==> src/rtl/time_unit_counter_pkg.sv <==
// Shared definitions for the time-unit counter: operating-mode encoding,
// the blank seven-segment pattern and the BCD digit-to-segment table.
// Segment patterns are active-low and ordered {g,f,e,d,c,b,a}.
package tuc_pkg;

  typedef enum logic {
    MODE_RUN = 1'b0,
    MODE_SET = 1'b1
  } mode_e;

  localparam logic [6:0] SEG_BLANK = 7'h7F;

  localparam logic [6:0] SEG_TABLE [10] = '{
    7'h40,  // 0
    7'h79,  // 1
    7'h24,  // 2
    7'h30,  // 3
    7'h19,  // 4
    7'h12,  // 5
    7'h02,  // 6
    7'h78,  // 7
    7'h00,  // 8
    7'h10   // 9
  };

  // Non-decimal codes blank the digit rather than showing garbage.
  function automatic logic [6:0] seg_decode(input logic [3:0] digit);
    logic [6:0] seg;
    seg = SEG_BLANK;
    if (digit < 4'd10) begin
      seg = SEG_TABLE[digit];
    end
    return seg;
  endfunction

endpackage

==> src/rtl/time_unit_counter_edge_pulse.sv <==
// edge_pulse: one synchroniser flop followed by one history flop; emits a
// single-cycle pulse when the synchronised input reaches ACTIVE while the
// history flop still holds the opposite level.
//
// The two valid flags mark when sync and history really hold sampled input
// rather than their reset value. Without them, an input that is already
// active at reset release (e.g. a key held down) would meet a history flop
// still carrying the inactive reset value and fire a spurious event.
module edge_pulse #(
  parameter logic ACTIVE  = 1'b1,
  parameter logic RST_VAL = 1'b1
) (
  input  logic clk_i,
  input  logic rst_i,
  input  logic in_i,
  output logic pulse_o
);

  logic sync_q;
  logic hist_q;
  logic svld_q;
  logic hvld_q;

  // Sample the input, age it into history and track post-reset validity.
  always_ff @(posedge clk_i) begin
    if (rst_i) begin
      sync_q <= RST_VAL;
      hist_q <= RST_VAL;
      svld_q <= 1'b0;
      hvld_q <= 1'b0;
    end else begin
      sync_q <= in_i;
      hist_q <= sync_q;
      svld_q <= 1'b1;
      hvld_q <= svld_q;
    end
  end

  assign pulse_o = hvld_q && (sync_q == ACTIVE) && (hist_q != ACTIVE);

endmodule

==> src/rtl/time_unit_counter.sv <==
// time_unit_counter: modulo-MODULUS counter for a clock/timer chain.
// Run mode advances on rising edges of tick_i from the lower stage and
// pulses carry_o on wrap; set mode lets the user step the selected counter
// up or down with debounced active-low keys.
// Optional feature macro: TIME_UNIT_COUNTER_SEG7_EN enables the two
// seven-segment digit decoders; without it both segment outputs are blank.
module time_unit_counter
  import tuc_pkg::*;
#(
  parameter int MODULUS = 60,
  parameter int INIT    = 0,
  localparam int W      = $clog2(MODULUS)
) (
  input  logic         clk_50,
  input  logic         rst,
  input  logic         tick_i,
  input  logic         set_mode_i,
  input  logic         sel_i,
  input  logic         inc_n_i,
  input  logic         dec_n_i,
  output logic         carry_o,
  output logic [W-1:0] value_o,
  output logic [3:0]   tens_o,
  output logic [3:0]   units_o,
  output logic [6:0]   seg_tens_o,
  output logic [6:0]   seg_units_o
);

  generate
    if (MODULUS < 2 || MODULUS > 100) begin : g_bad_modulus
      $error("time_unit_counter: MODULUS must lie in 2..100");
    end
    if (INIT < 0 || INIT >= MODULUS) begin : g_bad_init
      $error("time_unit_counter: INIT must lie in 0..MODULUS-1");
    end
  endgenerate

  localparam logic [W-1:0] CNT_MAX  = W'(MODULUS - 1);
  localparam logic [W-1:0] CNT_INIT = W'(INIT);

  logic         tick_ev;
  logic         inc_ev;
  logic         dec_ev;
  logic [W-1:0] count_q;
  logic [W-1:0] count_d;
  logic         carry_q;
  logic         carry_d;
  mode_e        mode;

  // Tick is active-high; resetting its flops high means a tick held high
  // through reset release is seen as already-high, not as a rising edge.
  edge_pulse #(
    .ACTIVE  (1'b1),
    .RST_VAL (1'b1)
  ) u_tick_edge (
    .clk_i   (clk_50),
    .rst_i   (rst),
    .in_i    (tick_i),
    .pulse_o (tick_ev)
  );

  edge_pulse #(
    .ACTIVE  (1'b0),
    .RST_VAL (1'b1)
  ) u_inc_edge (
    .clk_i   (clk_50),
    .rst_i   (rst),
    .in_i    (inc_n_i),
    .pulse_o (inc_ev)
  );

  edge_pulse #(
    .ACTIVE  (1'b0),
    .RST_VAL (1'b1)
  ) u_dec_edge (
    .clk_i   (clk_50),
    .rst_i   (rst),
    .in_i    (dec_n_i),
    .pulse_o (dec_ev)
  );

  assign mode = mode_e'(set_mode_i);

  // Next count and carry: mode and select are taken in the same cycle the
  // event is applied; events not relevant to the current mode are dropped.
  always_comb begin
    count_d = count_q;
    carry_d = 1'b0;
    case (mode)
      MODE_RUN: begin
        if (tick_ev) begin
          if (count_q == CNT_MAX) begin
            count_d = '0;
            carry_d = 1'b1;
          end else begin
            count_d = count_q + 1'b1;
          end
        end
      end
      MODE_SET: begin
        // Simultaneous inc and dec cancel out.
        if (sel_i && (inc_ev != dec_ev)) begin
          if (inc_ev) begin
            count_d = (count_q == CNT_MAX) ? '0 : count_q + 1'b1;
          end else begin
            count_d = (count_q == '0) ? CNT_MAX : count_q - 1'b1;
          end
        end
      end
      default: begin
        count_d = count_q;
      end
    endcase
  end

  // Count and carry registers; reset wins over any pending event.
  always_ff @(posedge clk_50) begin
    if (rst) begin
      count_q <= CNT_INIT;
      carry_q <= 1'b0;
    end else begin
      count_q <= count_d;
      carry_q <= carry_d;
    end
  end

  assign carry_o = carry_q;
  assign value_o = count_q;
  assign tens_o  = 4'(32'(count_q) / 10);
  assign units_o = 4'(32'(count_q) % 10);

`ifdef TIME_UNIT_COUNTER_SEG7_EN
  assign seg_tens_o  = seg_decode(tens_o);
  assign seg_units_o = seg_decode(units_o);
`else
  assign seg_tens_o  = SEG_BLANK;
  assign seg_units_o = SEG_BLANK;
`endif

endmodule

==> config.mk <==
export PLATFORM = sky130hd
export DESIGN_NAME = time_unit_counter
export DESIGN_NICKNAME = d
export VERILOG_FILES = /design/src/rtl/time_unit_counter_pkg.sv /design/src/rtl/time_unit_counter_edge_pulse.sv /design/src/rtl/time_unit_counter.sv
export SDC_FILE = /design/constraint.sdc
export NUM_CORES = 1
export LEC_CHECK = 0
export ABC_CLOCK_PERIOD_IN_PS = 2150
export BUFFER_PORTS_ARGS = -buffer_cell sky130_fd_sc_hd__buf_2
export CAP_MARGIN = 10
export CORE_UTILIZATION = 41
export CTS_CLUSTER_SIZE = 8
export DETAILED_ROUTE_END_ITERATION = 8
export PLACE_DENSITY_LB_ADDON = 0.12
export SETUP_SLACK_MARGIN = 0.02
export SLEW_MARGIN = 20
export SYNTH_ARGS = -nofsm -noshare
export SYNTH_HDL_FRONTEND = slang
export SYNTH_HIERARCHICAL = 1
export SYNTH_SLANG_ARGS = --single-unit
==> constraint.sdc <==
create_clock -name clk_50 -period 2.15 [get_ports clk_50]
set_clock_uncertainty 0.05 [all_clocks]
set_input_delay 0.215 -clock clk_50 [delete_from_list [all_inputs] [get_ports clk_50]]
set_output_delay 0.215 -clock clk_50 [all_outputs]
set_load 0.03 [all_outputs]
==> qor.yml <==
floorplanning:
  fp.dieH_um: 61.0
  row_count: 21
  core_area_um2: 3340
  die_area_um2: 3720
  die_w_um: 61.0
  ios: 36
  initial_core_util_pct: 42.8
critical_path:
  rr_startpoint: "u_inc_edge/sync_q"
  cp-start-kind: "flop"
  worst-setup-path-type: "reg -> out"
  end_kind: "output port"
  critPathMaxFanout: 4
  cp_top_family: "adder cells"
  crit_buf_inv: 2
  crit_chain: "nor2_4 -> inv_2 -> ha_4 -> nor2b_4 -> a21o_1 -> mux2_4 -> and2_4 -> ha_4 -> o31ai_2 -> o21a_2 -> buf_6"
  worstPathArrival_ns: 2.29
  r2r.worst_path.cells: 5
  reg2reg_setup_slack_ns: 0.34
  worst_path_most_repeated_cell: "ha_4"
  r2r_end: "value_o[4]"
  crit_slowest_cell: "dfxtp_4"
  max_stage_delay_ns: 0.37
  cp.required_ns: 1.88
clocking:
  cts-root-buf: "clkbuf_4"
  cts_buffers: 3
  ctsHoldBuffers: 0
  cts_tree: "built"
  clkTransAtPathRegs_ns: 0.11
  cts.htree.levels: 1
  clk_latency_ns: 0.29
  clockBufferDepth: 2
  clock-sinks: 19
drt:
  wire_per_inst_um: 12.6
  avgViaCountPerCell: 5.28
  drt-initial-drc-count: 46
  dr.pass1.iters: 4
  vias: 1367
  post-route-drc-count: 0
  drtAntennaViolNets: 0
  drt_wl_total_um: 3270
power:
  ir_drop_mv: 0.381
  p_leak_nw: 0.795
  power_density_nw_per_um2: 411
timing:
  max_slew.worst_pin.slew_ns: 0.499
  relSlewSlack_pct: 66.3
  post-route-period-util_pct: 119
  hold_viol: 0
  fmax_ghz: 0.391
  finalMaxSlewViolations: 0
  postLayoutSetupSlackWorst_ns: -0.405
  rsz0062_at_grt: "true"
  tns_ns: -1.38
  setup_viol: 4
  layout_min_cycle_time_ns: 2.56
placed_design:
  port_buffers: 20
  placed_area_um2: 1670
  placed_cells: 254
  dp_slack_ns: -0.149
  place_congestion: 0.841
  dp_hpwl_um: 2470
synth:
  syn_area_um2: 1430
  yosys_warnings: 6
  synth_fa_ha_area_share_pct: 5.96
  syn_area_per_cell_um2: 7.89
  synth_simple_gate_area_share_pct: 23.1
  yosys.area_share.xor_xnor_pct: 2.37
  seq_area_frac_synth_pct: 26.6
  muxShareOfSynthArea_pct: 0.789
  ys_types: 53
  ys_seq_elements: 19
  synthArstFlopShare_pct: 0
  synth_edf_count: 0
  synth_cells: 181
  synth-main-ff-cell: "dfxtp_1"
  synth-compound-area-share_pct: 25.9
  synth_top_family_by_area: "compound AO/OA/AOI/OAI gates"
global_routing:
  grt_pass1_wl_um: 5330
  antenna_found_initial: 0
  grt_pass1_vias: 1234
  grt_use_total_pct: 18.7
  grt_max_degree: 21
  grt-ovfl-total: 0
final_layout:
  postLayoutCoreUtil_pct: 52.8
  diodes: 0
  areaGrowthSynthToFinish_pct: 23.3
  fin_area_um2: 1760
  nNetsFinal: 227
  drive_gt1_share_pct: 33.8
  final_cells: 259
worst_hold_path:
  hold_depth: 2
  holdPathEnd: "u_inc_edge/sync_q"
  worstHoldStart: "inc_n_i"
  hp-class: "in -> reg"
run:
  maxCapViolations: 0
run_status:
  violations: "setup timing"
  status: "complete, but fails checks"
## sequential cells by signal, summed over array words and instances (netlist names)
register,flops
u_tick_edge/hvld_q,1
value_o,6
u_dec_edge/hist_q,1
u_tick_edge/svld_q,1
u_inc_edge/hist_q,1
carry_o,1
u_dec_edge/sync_q,1
u_inc_edge/sync_q,1
u_dec_edge/hvld_q,1
u_inc_edge/svld_q,1
u_dec_edge/svld_q,1
u_tick_edge/sync_q,1
u_inc_edge/hvld_q,1
u_tick_edge/hist_q,1
## cell usage in the layout, fill, tap and decap left out, types with 3 or more instances in the layout
cell type,netlist,routed
nand3_1,5,5
nand2_1,11,11
a21oi_1,13,12
or2_1,6,6
a21o_1,4,4
inv_2,3,3
dfxtp_1,19,15
a31oi_1,6,6
clkbuf_4,0,3
buf_4,18,19
inv_1,7,6
buf_6,1,5
and3b_1,3,3
o211ai_1,3,3
buf_2,3,16
ha_1,6,4
nor2_1,11,11
conb_1,2,15
a211oi_1,3,3
o21ai_0,5,5
nand2b_1,4,4
nor2b_1,6,5
## power by group
part | internal, W | total, W | switching (W)
Combinational | 0.0000633 | 0.000179 | 0.000116
Clock | 0.0000692 | 0.000177 | 0.000108
Sequential | 0.000363 | 0.000368 | 0.00000425
Total | 0.000496 | 0.000723 | 0.000227
## final cells by class
class,count,area [um2]
clock inverter,1,5.00
multi-input combinational,140,966
sequential,19,390
inverter,10,40.0
tap,46,57.6
timing repair buffer,40,279
fill,351,1580
clock buffer,3,22.5
## logic make-up (layout without fill, tap and decap cells)
| logic type | after synthesis | count (layout) |
|---|---|---|
| mux | 1 | 1 |
| other cells | 2 | 15 |
| xor+xnor | 3 | 3 |
| compound gates | 54 | 54 |
| flops | 19 | 19 |
| buf+inv | 35 | 54 |
| fa+ha+maj | 7 | 7 |
| simple gates | 60 | 60 |
## layer usage
layer  track usage [%]  wire length, um
met5                 0                0
met2              32.8             1620
met3              3.36              133
met1              24.6             1520
met4              2.27                0
## Yosys cell counts, drive strengths merged, types with 2 or more instances
| cell type | n | area [um2] |
|---|---|---|
| a211oi | 3 | 22.5 |
| a21o | 4 | 30.0 |
| a21oi | 13 | 65.1 |
| a31oi | 6 | 37.5 |
| and2 | 2 | 15.0 |
| and3 | 2 | 12.5 |
| and3b | 3 | 26.3 |
| buf | 23 | 165 |
| clkbuf | 2 | 7.51 |
| conb | 2 | 7.51 |
| dfxtp | 19 | 380 |
| ha | 6 | 75.1 |
| inv | 10 | 37.5 |
| nand2 | 11 | 41.3 |
| nand2b | 4 | 25.0 |
| nand3 | 5 | 25.0 |
| nand4 | 2 | 12.5 |
| nand4b | 2 | 17.5 |
| nor2 | 13 | 53.8 |
| nor2b | 6 | 37.5 |
| o211ai | 3 | 22.5 |
| o21a | 3 | 22.5 |
| o21ai | 7 | 35.0 |
| o22ai | 2 | 12.5 |
| o31ai | 2 | 20.0 |
| or2 | 7 | 43.8 |
| xnor2 | 2 | 17.5 |
## what timing repair did
| item | 4_1_cts | 5_1_grt |
|---|---|---|
| pin swaps | 5 | 2 |
| setup buffers | 1 | 0 |
| endpoints found under the setup margin | 4 | 4 |
| resized for setup | 12 | 6 |
## metrics by stage
step | total power [W] | hold slack [ns]
after floorplan | 0.000523 | 0.222
after global placement | 0.000538 | 0.340
after detailed placement | 0.000542 | 0.346
after CTS | 0.000729 | 0.0323
after global routing | 0.000769 | 0.0366
final | 0.000723 | 0.0420
## worst max path at each step
stage | start | endpoint | slack, ns | cells past startpoint
2_1_floorplan | value_o[4] | units_o[2] | -0.11 | 10
4_1_cts | value_o[3] | units_o[2] | -0.43 | 11
3_5_place_dp | value_o[4] | units_o[3] | -0.15 | 12
6_report | value_o[3] | units_o[2] | -0.41 | 11
3_3_place_gp | value_o[4] | units_o[3] | -0.09 | 12
5_1_grt | value_o[3] | units_o[2] | -0.49 | 11
(Power assumes the default switching activity.)
